==> src/rtl/dcm_pkg.sv <==
// Shared constants, FSM encoding and period-decode helpers for the dcm monitor.
package dcm_pkg;

  localparam int unsigned MODE_W           = 3;
  localparam int unsigned NUM_MODES        = 8;
  localparam int unsigned CNT_W            = 8;
  localparam int unsigned LOCK_W           = 4;
  // 100 MHz system clock cycles in one half period of the 10 Hz reference.
  localparam int unsigned HALF_PERIOD_10HZ = 5_000_000;

  typedef enum logic [0:0] {
    WAIT_EDGE = 1'b0,
    MEASURE   = 1'b1
  } state_t;

  // True for 1,2,4,...,128; zero and every non-power-of-two are rejected.
  function automatic logic is_pow2(input logic [CNT_W-1:0] c);
    return (c != '0) && ((c & (c - 1'b1)) == '0);
  endfunction

  // Index of the highest set bit; only meaningful when is_pow2(c).
  function automatic logic [MODE_W-1:0] log2_mode(input logic [CNT_W-1:0] c);
    logic [MODE_W-1:0] m;
    m = '0;
    for (int i = 0; i < int'(CNT_W); i++) begin
      if (c[i]) m = MODE_W'(i);
    end
    return m;
  endfunction

endpackage

==> src/rtl/dcm_freq_monitor_if.sv <==
// Clock observation inputs and measurement results between dcm and its monitor.
interface dcm_freq_monitor_if;
  import dcm_pkg::*;

  logic              clk_1;
  logic              clk_2;
  logic [MODE_W-1:0] prog_ref;
  logic [MODE_W-1:0] prog_det;
  logic              det_valid;
  logic              locked;
  logic              mismatch;
  logic              bad_period;
  logic              timeout;

  modport master (
    output clk_1, clk_2, prog_ref,
    input  prog_det, det_valid, locked, mismatch, bad_period, timeout
  );

  modport slave (
    input  clk_1, clk_2, prog_ref,
    output prog_det, det_valid, locked, mismatch, bad_period, timeout
  );
endinterface

==> src/rtl/dcm_freq_monitor_sync_edge.sv <==
// Multi-stage synchronizer for an asynchronous level plus a registered rising-edge pulse.
module sync_edge #(
  parameter int unsigned STAGES = 2
) (
  input  logic clk,
  input  logic rst,
  input  logic din,
  output logic rise
);

  logic [STAGES-1:0] sync;
  logic              prev;

  // Shift the raw level through the sync chain and flag 0->1 transitions.
  always_ff @(posedge clk) begin
    if (!rst) begin
      sync <= '0;
      prev <= 1'b0;
      rise <= 1'b0;
    end else begin
      sync <= {sync[STAGES-2:0], din};
      prev <= sync[STAGES-1];
      rise <= sync[STAGES-1] & ~prev;
    end
  end

endmodule

==> src/rtl/dcm_freq_monitor.sv <==
// Measures clk_2 periods in clk_1 edges, decodes the dcm mode and checks it against prog_ref.
module dcm_freq_monitor
  import dcm_pkg::*;
#(
  parameter int unsigned SYNC_STAGES   = 2,
  parameter int unsigned LOCK_COUNT    = 2,
  parameter int unsigned TIMEOUT_TICKS = 255
) (
  input logic               clk,
  input logic               rst,
  dcm_freq_monitor_if.slave bus
);

  logic              e1;
  logic              e2;

  state_t            state;
  state_t            state_n;
  logic [CNT_W-1:0]  cnt;
  logic [CNT_W-1:0]  cnt_n;
  logic [CNT_W-1:0]  closing;
  logic [MODE_W-1:0] prog_det;
  logic [MODE_W-1:0] prog_det_n;
  logic              det_valid;
  logic              det_valid_n;
  logic [LOCK_W-1:0] lock_run;
  logic [LOCK_W-1:0] lock_run_n;
  logic              locked;
  logic              locked_n;
  logic              mismatch;
  logic              mismatch_n;
  logic              bad_period;
  logic              bad_period_n;
  logic              timeout;
  logic              timeout_n;

  sync_edge #(.STAGES(SYNC_STAGES)) u_sync_1 (
    .clk  (clk),
    .rst  (rst),
    .din  (bus.clk_1),
    .rise (e1)
  );

  sync_edge #(.STAGES(SYNC_STAGES)) u_sync_2 (
    .clk  (clk),
    .rst  (rst),
    .din  (bus.clk_2),
    .rise (e2)
  );

  // Period count as it would stand after this cycle's clk_1 edge (saturating).
  assign closing = e1 ? ((cnt == '1) ? cnt : cnt + 1'b1) : cnt;

  // State and result registers.
  always_ff @(posedge clk) begin
    if (!rst) begin
      state      <= WAIT_EDGE;
      cnt        <= '0;
      prog_det   <= '0;
      det_valid  <= 1'b0;
      lock_run   <= '0;
      locked     <= 1'b0;
      mismatch   <= 1'b0;
      bad_period <= 1'b0;
      timeout    <= 1'b0;
    end else begin
      state      <= state_n;
      cnt        <= cnt_n;
      prog_det   <= prog_det_n;
      det_valid  <= det_valid_n;
      lock_run   <= lock_run_n;
      locked     <= locked_n;
      mismatch   <= mismatch_n;
      bad_period <= bad_period_n;
      timeout    <= timeout_n;
    end
  end

  // Next state: first clk_2 edge arms measuring, a stalled clk_2 drops back to waiting.
  always_comb begin
    state_n = state;
    case (state)
      WAIT_EDGE: if (e2) state_n = MEASURE;
      MEASURE:   if (!e2 && e1 && closing == CNT_W'(TIMEOUT_TICKS)) state_n = WAIT_EDGE;
      default:   state_n = WAIT_EDGE;
    endcase
  end

  // Counter, decode, lock tracking and status flags.
  always_comb begin
    cnt_n        = cnt;
    prog_det_n   = prog_det;
    det_valid_n  = 1'b0;
    lock_run_n   = lock_run;
    locked_n     = locked;
    bad_period_n = bad_period;
    timeout_n    = timeout;
    mismatch_n   = locked && (prog_det != bus.prog_ref);

    if (e2) timeout_n = 1'b0;

    case (state)
      WAIT_EDGE: cnt_n = '0;
      MEASURE: begin
        if (e2) begin
          cnt_n = '0;
          if (is_pow2(closing)) begin
            prog_det_n   = log2_mode(closing);
            det_valid_n  = 1'b1;
            bad_period_n = 1'b0;
            if (prog_det_n == prog_det) begin
              lock_run_n = (lock_run >= LOCK_W'(LOCK_COUNT)) ? LOCK_W'(LOCK_COUNT)
                                                             : lock_run + 1'b1;
            end else begin
              lock_run_n = LOCK_W'(1);
            end
            locked_n = (lock_run_n == LOCK_W'(LOCK_COUNT));
          end else begin
            bad_period_n = 1'b1;
            lock_run_n   = '0;
            locked_n     = 1'b0;
          end
        end else if (e1) begin
          cnt_n = closing;
          if (closing == CNT_W'(TIMEOUT_TICKS)) begin
            cnt_n      = '0;
            timeout_n  = 1'b1;
            lock_run_n = '0;
            locked_n   = 1'b0;
          end
        end
      end
      default: cnt_n = '0;
    endcase
  end

  assign bus.prog_det   = prog_det;
  assign bus.det_valid  = det_valid;
  assign bus.locked     = locked;
  assign bus.mismatch   = mismatch;
  assign bus.bad_period = bad_period;
  assign bus.timeout    = timeout;

endmodule

==> src/flat_wrapper.sv <==
// flat-port wrapper written by rule: the top's interface ports become plain ports
module dcm_freq_monitor_flat import dcm_pkg::*;
#(
  parameter int unsigned SYNC_STAGES   = 2,
  parameter int unsigned LOCK_COUNT    = 2,
  parameter int unsigned TIMEOUT_TICKS = 255
)
  (clk, rst, bus_clk_1, bus_clk_2, bus_prog_ref, bus_prog_det, bus_det_valid, bus_locked, bus_mismatch, bus_bad_period, bus_timeout);
  dcm_freq_monitor_if bus_i ();
  input logic clk;
  input logic rst;
  input wire logic [$bits(bus_i.clk_1)-1:0] bus_clk_1;
  input wire logic [$bits(bus_i.clk_2)-1:0] bus_clk_2;
  input wire logic [$bits(bus_i.prog_ref)-1:0] bus_prog_ref;
  output wire logic [$bits(bus_i.prog_det)-1:0] bus_prog_det;
  output wire logic [$bits(bus_i.det_valid)-1:0] bus_det_valid;
  output wire logic [$bits(bus_i.locked)-1:0] bus_locked;
  output wire logic [$bits(bus_i.mismatch)-1:0] bus_mismatch;
  output wire logic [$bits(bus_i.bad_period)-1:0] bus_bad_period;
  output wire logic [$bits(bus_i.timeout)-1:0] bus_timeout;
  assign bus_i.clk_1 = bus_clk_1;
  assign bus_i.clk_2 = bus_clk_2;
  assign bus_i.prog_ref = bus_prog_ref;
  assign bus_prog_det = bus_i.prog_det;
  assign bus_det_valid = bus_i.det_valid;
  assign bus_locked = bus_i.locked;
  assign bus_mismatch = bus_i.mismatch;
  assign bus_bad_period = bus_i.bad_period;
  assign bus_timeout = bus_i.timeout;
  dcm_freq_monitor #(.SYNC_STAGES(SYNC_STAGES), .LOCK_COUNT(LOCK_COUNT), .TIMEOUT_TICKS(TIMEOUT_TICKS)) u_core (.clk(clk), .rst(rst), .bus(bus_i));
endmodule
==> config.mk <==
export PLATFORM = sky130hd
export DESIGN_NAME = dcm_freq_monitor_flat
export DESIGN_NICKNAME = d
export VERILOG_FILES = /design/src/rtl/dcm_pkg.sv /design/src/rtl/dcm_freq_monitor_if.sv /design/src/rtl/dcm_freq_monitor_sync_edge.sv /design/src/rtl/dcm_freq_monitor.sv /design/src/flat_wrapper.sv
export SDC_FILE = /design/constraint.sdc
export NUM_CORES = 1
export LEC_CHECK = 0
export BUFFER_PORTS_ARGS = -buffer_cell sky130_fd_sc_hd__buf_4
export CELL_PAD_IN_SITES_DETAIL_PLACEMENT = 1
export CELL_PAD_IN_SITES_GLOBAL_PLACEMENT = 1
export CORE_UTILIZATION = 35
export CTS_BUF_LIST = sky130_fd_sc_hd__clkbuf_16
export DETAILED_ROUTE_END_ITERATION = 8
export PLACE_DENSITY = 0.62
export SLEW_MARGIN = 20
export SYNTH_ARGS = -nofsm -noshare
export SYNTH_HDL_FRONTEND = slang
export SYNTH_SLANG_ARGS = --single-unit
export TNS_END_PERCENT = 50
==> constraint.sdc <==
create_clock -name clk -period 6.6 [get_ports clk]
set_clock_uncertainty 0.15 [all_clocks]
set_input_delay 0.66 -clock clk [delete_from_list [all_inputs] [get_ports clk]]
set_output_delay 0.66 -clock clk [all_outputs]
set_load 0.1 [all_outputs]
Yosys cells after proc, flatten, opt, wreduce, memory -nomap -nowiden
Index checks and enable logic that the tools add are counted.
{ "word_totals": {"input_bits": 7, "wordCells": 83, "reg_bits": 29, "out_inout_bits": 8} }
{ "classes": {"n_bitwise": 6, "muxes": 39, "order_cmp": 1, "n_eq_ne": 6, "addsub": 3, "reduce_logical": 13} }
{ "ops": {"columns": ["op", "n"], "rows": [
  ["8-bit two-way mux", 5],
  ["4-bit two-way mux", 9],
  ["3-bit two-way mux", 7],
  ["8-bit == test (second input constant)", 2],
  ["8-bit case mux with 2 select lines", 1],
  ["1-bit two-way mux", 14],
  ["3-bit AND reduction", 3],
  ["8-bit by 1-bit adder with 8-bit output (second input constant)", 1],
  ["8-bit AND", 1],
  ["8-bit zero test", 1],
  ["8-bit nonzero test", 1],
  ["8-bit by 1-bit subtractor with 8-bit output (second input constant)", 1],
  ["4-bit by 1-bit adder with 4-bit output (second input constant)", 1],
  ["4-bit by 2-bit == test with 1-bit output (second input constant)", 1],
  ["4-bit by 2-bit greater-or-equal comparator with 1-bit output (second input constant)", 1],
  ["1-bit logical AND", 4],
  ["2-bit two-way mux", 2],
  ["2-bit nonzero test", 2],
  ["3-bit == test", 1],
  ["3-bit != test", 1],
  ["3-bit != test (second input constant)", 1],
  ["1-bit NOT", 3],
  ["1-bit AND", 2],
  ["1-bit case mux with 2 select lines", 1],
  ["other kinds (2)", 2]
]} }

Logic depth before layout (Yosys ltp)
{ "logic_depth": {"ltp_word": 21, "depth_mapped": 9, "depth_no_buf": 8} }

Cells and area by module
A second synthesis with hierarchy kept.
{ "unflattened": {"cells_unflattened": 253, "hier_area_um2": 2034.5} }
{ "by_module_without_submodules": {"columns": ["module", "cells_per_inst", "area_per_inst_um2", "seq_area_each_um2", "n_inst"], "rows": [
  ["dcm_freq_monitor", 237, 1811.7, 420.4, 1],
  ["sync_edge", 8, 111.4, 80.1, 2]
]} }

Worst setup path before layout
No wires, ideal clock.
{ "synth_timing": {"kind": "register to register", "start": "register u_core.cnt[1]", "end": "register u_core.locked, in the netlist u_core.bus.locked", "stages_incl_launch_ff": 10, "n_path_buf": 1, "required_ns": 6.390, "arrival_time_ns": 2.283, "setup_time_ns": 0.060, "path_slack_ns": 4.106, "synth_period_minus_slack_ns": 2.494, "path_cell_list": "dfxtp_1 > ha_1 > buf_6 > nand4_1 > nor3_2 > o22ai_2 > or2_0 > or4b_4 > a31oi_2 > a32o_1"} }
{ "synth_via": {"elab_chain_len": 21, "word_cells_on_any_way": 30, "cone_classes": "add/sub (2); eq/ne (4); mux (18); bitwise (1); reduce/logical (5)"} }
{ "synth_rtl": {"columns": ["item", "line", "text"], "rows": [
  ["from (decl)", "dcm_freq_monitor.sv:19", "logic [CNT_W-1:0] cnt;"],
  ["from (signal assigned)", "dcm_freq_monitor.sv:68", "cnt <= cnt_n;"],
  ["8-bit by 1-bit adder with 8-bit output / 8-bit == test (equally long branches)", "dcm_freq_monitor.sv:52", "assign closing = e1 ? ((cnt == '1) ? cnt : cnt + 1'b1) : cnt;"],
  ["8-bit two-way mux", "dcm_freq_monitor.sv:52", null],
  ["8-bit two-way mux *", "dcm_freq_monitor.sv:52", null],
  ["1-bit two-way mux", "dcm_pkg.sv:26", "if (c[i]) m = MODE_W'(i);"],
  ["2-bit two-way mux (2 in a row)", "dcm_pkg.sv:26", null],
  ["3-bit two-way mux (4 in a row)", "dcm_pkg.sv:26", null],
  ["3-bit two-way mux", "dcm_freq_monitor.sv:107", "if (is_pow2(closing)) begin"],
  ["3-bit two-way mux", "dcm_freq_monitor.sv:105", "if (e2) begin"],
  ["3-bit two-way mux", "dcm_freq_monitor.sv:102", "case (state)"],
  ["3-bit == test", "dcm_freq_monitor.sv:111", "if (prog_det_n == prog_det) begin"],
  ["4-bit two-way mux", "dcm_freq_monitor.sv:111", null],
  ["4-bit two-way mux", "dcm_freq_monitor.sv:107", null],
  ["4-bit two-way mux", "dcm_freq_monitor.sv:105", null],
  ["4-bit two-way mux", "dcm_freq_monitor.sv:102", null],
  ["4-bit by 2-bit == test with 1-bit output", "dcm_freq_monitor.sv:117", "locked_n = (lock_run_n == LOCK_W'(LOCK_COUNT));"],
  ["1-bit two-way mux", "dcm_freq_monitor.sv:107", null],
  ["1-bit two-way mux", "dcm_freq_monitor.sv:105", null],
  ["to (signal assigned)", "dcm_freq_monitor.sv:72", "locked <= locked_n;"],
  ["to (decl)", "dcm_freq_monitor.sv:28", "logic locked;"]
]} }
Every way passes the cells marked *; elsewhere a longest branch is shown, timed or not. The select of a mux whose other input is x is not followed.
A chain may end at the register's enable or synchronous reset.

Worst setup path after layout
{ "layout_timing": {"start": "register u_core.cnt[0]", "end": "register u_core.locked, in the netlist u_core.bus.locked"} }
Same word-level chain as after synthesis.

==> impl_results.md <==
- # clock sinks: 29
- Grt ovf: 0
- Later-pin clock latency in the skew report: roughly 0.28 ns
- Final ANT Viol Nets: 0
- First-pass GRT wire length: roughly 8900 um
- Global placer's final weighted congestion: between 0.8 and 0.9
- Register area: 581 um2
- CP Launch Type: flip-flop
- Post-synth top area cell: dfxtp_1
- Count of filler cells inserted in the layout: around 630
- Routed wire length: 5220 um
- Setup crit end kind: flip-flop
- WP buf/inv: 0
- CTS tree: yes
- Worst R2R Path Depth: 8
- Port Buffers: 14
- Total core area: about 0.0052 mm2
- Seq cells post-synth: 29
- Worst setup startpoint: u_core.cnt[0]
- Number of antenna repair diodes: 0
- Post-synthesis sequential area ratio: 0.299
- Mapped Nets: roughly 240
- Tightest Pin Transition: 0.743 ns
- Post-synthesis cell type count: 63
- 1st-iter DRT viols: around 100
- Reg2Reg Setup Slack: ~3.4 ns
- Post-route setup TNS: 0 ns
- Chip width: ~76 um
- Maxcap violations: 0
- CP Max Fanout: 12
- Post-synth EDFFs: 0
- Fraction of layout cells with a size suffix above 1: 0.154
- Worst hold path endpoint: u_core.u_sync_1.rise
- Max Fclk: 311 MHz
- Critical Path RT: approximately 6.6 ns
- Power per cell area: slightly above 200 mW/mm2
- CP arrival: 3.24 ns
- HP Class: reg -> reg
- Post-synth top area share: 0.299
- Cell family with most CP delay: compound AO/OA/AOI/OAI gates
- Area delta synth->final: 13.9%
- Num CTS Buffers: 5
- Row cnt: 26
- Syn Std Cell Area: 0.00194 mm2
- Die Area: 0.00584 mm2
- Post-synth top cells: dfxtp_1, nor2_1, and2_1
- Nets: between 200 and 250
- H-tree Lvls: 2
- Synth async-reset ratio: 0
- Fin crit period: roughly 3.2 ns
- Largest cells by area after synthesis: dfxtp_1, and2_1, nor2_1, a21oi_1, a211oi_1
- Reg2reg start: u_core.cnt[0]
- Number of remaining DRC errors: 0
- Pre-CTS setup slack: approximately 3.4 ns
- Worst-case clock buffer depth: 2
- I/O Pins: 15
- Postcts setup bufs: 0
- Drt pass-1 iters: 4
- Vias: about 1,800
- Clk pin slew, worst setup/hold paths: roughly 0.050 ns
- Cell count after synthesis: about 230
- Fin. max-slew vios: 0
- Crit-path max cell delay: approximately 0.65 ns
- Initial antenna violation count: 0
- Post-synth top flop: dfxtp_1
- Hpwl dp: slightly below 4000 um
- Wire per inst: approximately 17 um
- Reg2reg end: u_core.bus.locked
- All-Layer GR Usage: 0.193
- Pleak: approximately 0.81 nW
- Largest net degree at the start of global routing: 19
- Die height: between 70 and 80 um
- Count leader, synth: dfxtp_1
- Initial Util: 0.370
- Final setup viols: 0
- Synth warnings: 0
- Crit-path cells: ha_1, nand2_1, a22oi_1, and2_1, a211oi_1, o31ai_1, nor3_4, a32o_1
- Worst slew margin: 0.504
- Slowest-stage cell, CP: o31ai_1
- RSZ-0062 raised after global routing: no
- Setup ws final: approximately 3.4 ns
- Area of the multi-input gates: approximately 0.0012 mm2
- CTS hold repair buffers: 0
- Status: completed
- Vias/cell: a little under 6
- Hold_sp: u_core.u_sync_1.prev
- Setup Crit Path Kind: reg -> reg
- Clock root buffer: clkbuf_16
- Worst vdd rail ir drop: between 0.00015 and 0.0002 V
- Hold Crit Depth: 1
- Post-CTS sizing: 0
- Hold Fails Final Rpt: 0
- Avg Cell Area, Syn: about 8.4 um2
- Vias in the first global route: between 1,500 and 2,000
- Tcrit/Tclk final: 0.488
[layout make-up]
cell class	count	share of cell area
clock buffer	5	0.0566
tap	70	0.0396
clock inverter	3	0.0187
sequential	29	0.263
timing repair buffer	15	0.0510
inverter	7	0.0119
multi-input combinational	181	0.559
[per-layer routing]
| layer | vias to the layer above | track usage | share of wire |
|---|---|---|---|
| met1 | 890 | 0.265 | 0.51 |
| met3 | 7 | 0.0347 | 0.025 |
| li1 | 899 | - | - |
| met5 | - | 0 | 0 |
| met4 | 0 | 0.0827 | 0.015 |
| met2 | 26 | 0.292 | 0.45 |
[metrics by stage]
stage	std cells	power [mW]	utilization	area (um2)	hold WS, ns
finish	310	0.451	0.422	2210	0.231
global route	310	0.465	0.422	2210	0.250
CTS	310	0.456	0.422	2210	0.235
detailed placement	302	0.194	0.390	2040	0.228
global placement	302	0.194	0.390	2040	0.223
floorplan	231	0.188	-	1940	0.217
[flip-flops by register name (all words and copies together) (netlist names), 2 cells and up]
register / count
u_core.cnt: 8
u_core.bus.prog_det: 3
u_core.u_sync_1.sync: 2
u_core.u_sync_2.sync: 2
u_core.lock_run: 4
[worst register-to-register path, cell delays in order (launching register included)]
cell	delay [ns]
dfxtp_1	0.53
ha_1	0.43
nand2_1	0.24
a22oi_1	0.38
and2_1	0.27
a211oi_1	0.12
o31ai_1	0.65
nor3_4	0.10
a32o_1	0.25
[logic make-up after synthesis]
group,share of synthesized area
flip-flops,0.299
XOR/XNOR,0.0226
adder cells (fa/ha/maj),0.0194
AO/OA/AOI/OAI,0.277
AND/OR/NAND/NOR,0.308
multiplexers,0.0110
buffers and inverters,0.0632
[layout by cell type (no fill, tap or decap), drive strengths merged, types with 3 or more instances in the layout]
master,Yosys,layout
a211o,3,3
a211oi,9,9
a21o,4,4
a21oi,13,13
a22oi,6,6
and2,15,15
and3,7,7
and4,3,3
buf,13,15
clkbuf,1,5
dfxtp,29,29
ha,3,3
inv,7,7
nand2,13,13
nand3,10,10
nand4,6,6
nor2,18,18
nor2b,3,3
nor3,6,6
nor3b,4,4
nor4,7,7
o21ai,7,7
o22ai,5,5
xor2,4,4
[power breakdown]
part           total [mW]  switching (mW)  internal [mW]
clock network       0.260          0.0838          0.176
logic              0.0116         0.00653        0.00508
registers           0.179         0.00154          0.177
total               0.451          0.0919          0.359
[worst max-delay path by stage]
stage	endpoint	slack, ns	cells past startpoint
2_1_floorplan	u_core.bus.locked	4.11	9
3_3_place_gp	u_core.bus.locked	3.40	8
3_5_place_dp	u_core.bus.locked	3.37	8
4_1_cts	u_core.lock_run[1]	3.35	8
5_1_grt	u_core.bus.locked	3.19	8
6_report	u_core.bus.locked	3.38	8
Note: power is estimated with default switching activity, not from simulation.
